**src/rtl/alu_sequencer.sv**
```systemverilog
// alu_sequencer: command-driven controller around an external 8-bit ALU.
// Reads two registers into the ALU, writes back the result, returns it.
module alu_sequencer #(
  parameter  int NREG = 4,
  localparam int IW   = $clog2(NREG)
) (
  input  logic          clk,
  input  logic          rst_n,
  input  logic          cmd_valid,
  output logic          cmd_ready,
  input  logic [3:0]    cmd_op,
  input  logic [IW-1:0] cmd_dst,
  input  logic [IW-1:0] cmd_sa,
  input  logic [IW-1:0] cmd_sb,
  input  logic [7:0]    cmd_imm,
  output logic          rsp_valid,
  input  logic          rsp_ready,
  output logic [7:0]    rsp_data,
  output logic          rsp_err,
  output logic [3:0]    alu_op,
  output logic [7:0]    alu_a,
  output logic [7:0]    alu_b,
  input  logic [7:0]    alu_z
);

  typedef enum logic [1:0] {
    S_IDLE,
    S_READ,
    S_EXEC,
    S_RESP
  } state_t;

  state_t r_state;
  state_t w_next;

  logic [3:0]    r_op;
  logic [IW-1:0] r_dst;
  logic [IW-1:0] r_sa;
  logic [IW-1:0] r_sb;
  logic [7:0]    r_imm;
  logic [7:0]    r_rf [NREG];
  logic          r_cmd_ready;
  logic          r_rsp_valid;
  logic [7:0]    r_rsp_data;
  logic          r_rsp_err;
  logic [3:0]    r_alu_op;
  logic [7:0]    r_alu_a;
  logic [7:0]    r_alu_b;

  logic       w_accept;
  logic       w_done;
  logic       w_loadi;
  logic       w_illegal;
  logic [7:0] w_result;

  assign w_accept  = cmd_valid && r_cmd_ready;
  assign w_done    = r_rsp_valid && rsp_ready;
  assign w_loadi   = (r_op == 4'hF);
  assign w_illegal = (r_op >= 4'hA) && !w_loadi;

  always_comb begin
    w_result = alu_z;
    unique case (1'b1)
      w_loadi:   w_result = r_imm;
      w_illegal: w_result = 8'h00;
      default:   w_result = alu_z;
    endcase
  end

  always_ff @(posedge clk or negedge rst_n) begin
    if (!rst_n) r_state <= S_IDLE;
    else        r_state <= w_next;
  end

  always_comb begin
    w_next = r_state;
    unique case (r_state)
      S_IDLE: if (w_accept) w_next = S_READ;
      S_READ: w_next = S_EXEC;
      S_EXEC: w_next = S_RESP;
      S_RESP: if (w_done) w_next = S_IDLE;
      default: w_next = S_IDLE;
    endcase
  end

  // cmd_ready is a registered image of "next state is IDLE"
  always_ff @(posedge clk or negedge rst_n) begin
    if (!rst_n) begin
      r_op        <= '0;
      r_dst       <= '0;
      r_sa        <= '0;
      r_sb        <= '0;
      r_imm       <= '0;
      r_cmd_ready <= 1'b0;
      r_rsp_valid <= 1'b0;
      r_rsp_data  <= '0;
      r_rsp_err   <= 1'b0;
      r_alu_op    <= '0;
      r_alu_a     <= '0;
      r_alu_b     <= '0;
      for (int i = 0; i < NREG; i++) r_rf[i] <= '0;
    end else begin
      r_cmd_ready <= (w_next == S_IDLE);
      unique case (r_state)
        S_IDLE: begin
          if (w_accept) begin
            r_op  <= cmd_op;
            r_dst <= cmd_dst;
            r_sa  <= cmd_sa;
            r_sb  <= cmd_sb;
            r_imm <= cmd_imm;
          end
        end
        S_READ: begin
          r_alu_op <= r_op;
          r_alu_a  <= r_rf[r_sa];
          r_alu_b  <= r_rf[r_sb];
        end
        S_EXEC: begin
          r_rsp_data  <= w_result;
          r_rsp_err   <= w_illegal;
          r_rsp_valid <= 1'b1;
          if (!w_illegal) r_rf[r_dst] <= w_result;
        end
        S_RESP: begin
          if (w_done) r_rsp_valid <= 1'b0;
        end
        default: ;
      endcase
    end
  end

  assign cmd_ready = r_cmd_ready;
  assign rsp_valid = r_rsp_valid;
  assign rsp_data  = r_rsp_data;
  assign rsp_err   = r_rsp_err;
  assign alu_op    = r_alu_op;
  assign alu_a     = r_alu_a;
  assign alu_b     = r_alu_b;

endmodule

```
**config.mk**
```make
export PLATFORM = sky130hd
export DESIGN_NAME = alu_sequencer
export DESIGN_NICKNAME = d
export VERILOG_FILES = /design/src/rtl/alu_sequencer.sv
export SDC_FILE = /design/constraint.sdc
export NUM_CORES = 1
export LEC_CHECK = 0
export ABC_AREA = 1
export CAP_MARGIN = 30
export CORE_MARGIN = 4
export CORE_UTILIZATION = 30
export DETAILED_ROUTE_END_ITERATION = 6
export SYNTH_ARGS = -nofsm -noshare
export SYNTH_HDL_FRONTEND = slang
export SYNTH_SLANG_ARGS = --single-unit
```
**constraint.sdc**
```tcl
create_clock -name clk -period 1.5 [get_ports clk]
set_input_delay 0.375 -clock clk [delete_from_list [all_inputs] [get_ports clk]]
set_output_delay 0.375 -clock clk [all_outputs]
set_load 0.02 [all_outputs]
```
==> impl_results.md <==
* Status: finished, final reports clean
* Slowest stage delay, CP at 0.39 ns
* Count leader, synth: nand2_1
* Clk root buf: clkbuf_16
* Seq cells post-synth at 83
* Internal reg-to-reg setup slack at 0.12 ns
* Detail Placement HPWL at 7070 um
* Port-buffer cells at 60
* Post-synth EDFFs at 0
* Post-synth top area cell: dfrtp_1
* Clock Skew at 0.00746 ns
* Avg WL per Cell at 13.3 um
* CP startpoint: rsp_data[5]
* Largest family of logic cells by synthesized area: simple AND/OR/NAND/NOR gates
* Post-synth cell types at 19
* Total Routing Usage GR at 14.0%
* Synth Area in Adders at 0%
* Hold Fails Final Rpt at 0
* CTS Buffer Depth at 2
* Switching power total at 4.66 mW
* Share of layout cells above drive strength 1 at 8.81%
* Fin cells at 728
* Placement row count at 41
* Worst Setup End Kind: output pin
* Synth Flop Type: dfrtp_1
* Peak VDD IR at 0.000600 V
* Hold Crit Class: in -> async
* CTS tree: yes
* Crit path capture: rsp_data[5]
* Endpoints failing setup at 0
* Largest delay share family, worst path: flip-flops
* Placed insts at 710
* MaxCap Viol Count at 0
* Crit path max fanout at 2
* Period minus WS final at 1.44 ns
* RSZ-0062 raised after global routing: yes
* CP Class: reg -> out
* Seq/Total Area, Yosys at 53.6%
* Mux contribution to synthesized area at 0%
* Final nets at 581
* Startpoint Class: register
* Synth Area in XOR/XNOR at 0%
* Initial DRC Count at 283
* Final Wtd Congestion at 0.804
* Clock edge transition at the registers on the reported setup and hold paths at 0.06 ns
* # IOs at 61
* DR vias at 3352
* Remaining antenna violation count at 0
* Comb power frac at 42.8%
* CTS buffer count at 9
* Levels on crit path at 1
* Pwr Density at 2210 nW/um2
* Simple-Gate Fraction of Synth Area at 27.3%
* Multi-input logic area at 1570 um2
* Final-layout fill cell count at 1297
* R2r startpoint: r_op[3]
* CP bufs+invs at 1
* Slowest CP cell: dfrtp_1
* Slew Limit Fails at 0
* Via-to-Cell Ratio at 4.60
* Core area at 12600 um2
* Synth Area in Compound Gates at 11.6%
* Ys Warns at 0
* Slew Limit Headroom at 60.6%
* CTS H-tree lvls at 3
* Post-Route WL at 9690 um
* Switching share of power at 41.8%
* Antenna diodes at 0
* Register area at 2080 um2
* First-pass DRT Iterations at 4
* Clock latency on the worst-skew pair at 0.34 ns
* Synth Instances at 486
* Antenna violations before repair at 0
* Worst-Margin Slew at 0.591 ns
* FFs w/ async S/R, synth at 100%
* Worst reg2reg path depth at 6
* Worst setup margin at 0.0609 ns
* Max Freq at 0.695 GHz
* Yosys top cell area share at 53.6%
* Die W at 122 um
* Pwr Total at 11.2 mW
* Internal power at 6.51 mW
* # DRC at 0
* Mean Syn Cell Area at 7.97 um2
* Worst Path Required at 1.12 ns
* Die height at 122 um
* Number of global-route vias before repair at 3359
* Clk sinks at 83
* Die Footprint at 14800 um2
* Clock network fraction of design power at 20.7%
* Cell Area, Synth at 3870 um2
* Largest net degree at the start of global routing at 43
* Initial core utilization at 30.7%
* Worst path arrival time at 1.06 ns
* Pre-CTS setup slack at 0.00675 ns
* Congestion Overflow GR at 0
* Area contributors post-synth: dfrtp_1 54%, nand2_1 20%, nand3_1 4.8%, o21ai_0 4.1%, inv_1 3.7%
* Syn_nets at 516
* Flop pwr share at 36.6%
* Synth-to-Final Area Change at 30.6%
* P_leak at 2.51 nW
* Crit-path cells: dlygate4sd2_1
* Reg-to-Reg End: r_rf[8]
* Fin crit share at 95.9%
* First-pass GRT wire length at 16400 um
* Post-synth top cells: 203 x nand2_1, 83 x dfrtp_1, 38 x inv_1
## repair_timing
item / 4_1_cts / 5_1_grt
buffers inserted: 0 / 1
hold endpoints to repair: 15 / 0
hold buffers: 1 / 0
resized for setup: 31 / 13
pin swaps: 0 / 1
endpoints found under the setup margin: 31 / 34
## worst min path at each step
stage / end / slack (ns) / cells past startpoint
2_1_floorplan: alu_a[0] / 0.08 / 0
3_3_place_gp: alu_b[3] / 0.27 / 1
3_5_place_dp: alu_b[3] / 0.27 / 1
4_1_cts: alu_b[3] / 0.46 / 2
5_1_grt: alu_b[3] / 0.48 / 2
6_report: r_rf[3] / 0.46 / 2
## final cells by class
class	instances	share of cell area [%]
sequential	83	41.1
multi-input combinational	339	31.0
timing repair buffer	76	14.5
clock buffer	10	4.53
tap	172	4.26
inverter	42	3.12
clock inverter	6	1.58
## placed cells by master (no fill, tap or decap), types with 12 or more instances in the layout
master	count
a21oi_1	19
buf_4	12
clkdlybuf4s50_1	28
dfrtp_1	83
dlygate4sd2_1	31
inv_1	37
nand2_1	200
nand3_1	33
nor2_1	16
o211ai_1	16
o21ai_0	32
## cells by family after synthesis
| kind of cell | Yosys count |
|---|---|
| and+or+nand+nor | 262 |
| DFF | 83 |
| AOI/OAI and AO/OA | 77 |
| buffers and inverters | 64 |
## metrics by stage
step	hold WS (ns)	utilization [%]	area, um2	setup TNS, ns
4_1_cts	0.456	39.5	4990	0
6_report	0.459	40.1	5060	0
3_3_place_gp	0.267	37.3	4710	0
3_5_place_dp	0.269	37.3	4710	0
2_1_floorplan	0.0794	-	3870	0
5_1_grt	0.481	40.1	5060	-0.0477
## state kept, by name (all words and copies together) (netlist names)
name       flops
r_op           4
rsp_valid      1
r_sb           2
rsp_data       8
r_imm          8
r_state        2
r_sa           2
alu_a          8
r_dst          2
cmd_ready      1
alu_op         4
alu_b          8
rsp_err        1
r_rf          32
## power groups by stage
stage	Combinational (mW)	Clock (mW)	Sequential, mW
after floorplan	2.82	0	4.39
after global placement	4.89	0	4.10
after detailed placement	4.95	0	4.13
after CTS	4.69	2.35	4.08
after global routing	5.48	2.43	4.24
final	4.78	2.31	4.09
## worst register-to-register path, cell delays in order (launching register included)
cell and delay, ns:
dfrtp_1 0.39, nand2_1 0.15, nand2_1 0.16, nand2_2 0.23, nand3_4 0.18, nand2_1 0.11
nand2_1 0.05
## metal layers
metal / routed length, um / up-vias / part of all wire [%] / global-route usage (%)
met5: 0 / - / 0 / 0
met4: 124 / 0 / 1.3 / 4.76
met3: 488 / 8 / 5.0 / 2.92
met2: 4570 / 93 / 47 / 22.5
met1: 4500 / 1559 / 46 / 19.0
li1: - / 1692 / - / -
Note: power is estimated with default switching activity, not from simulation.
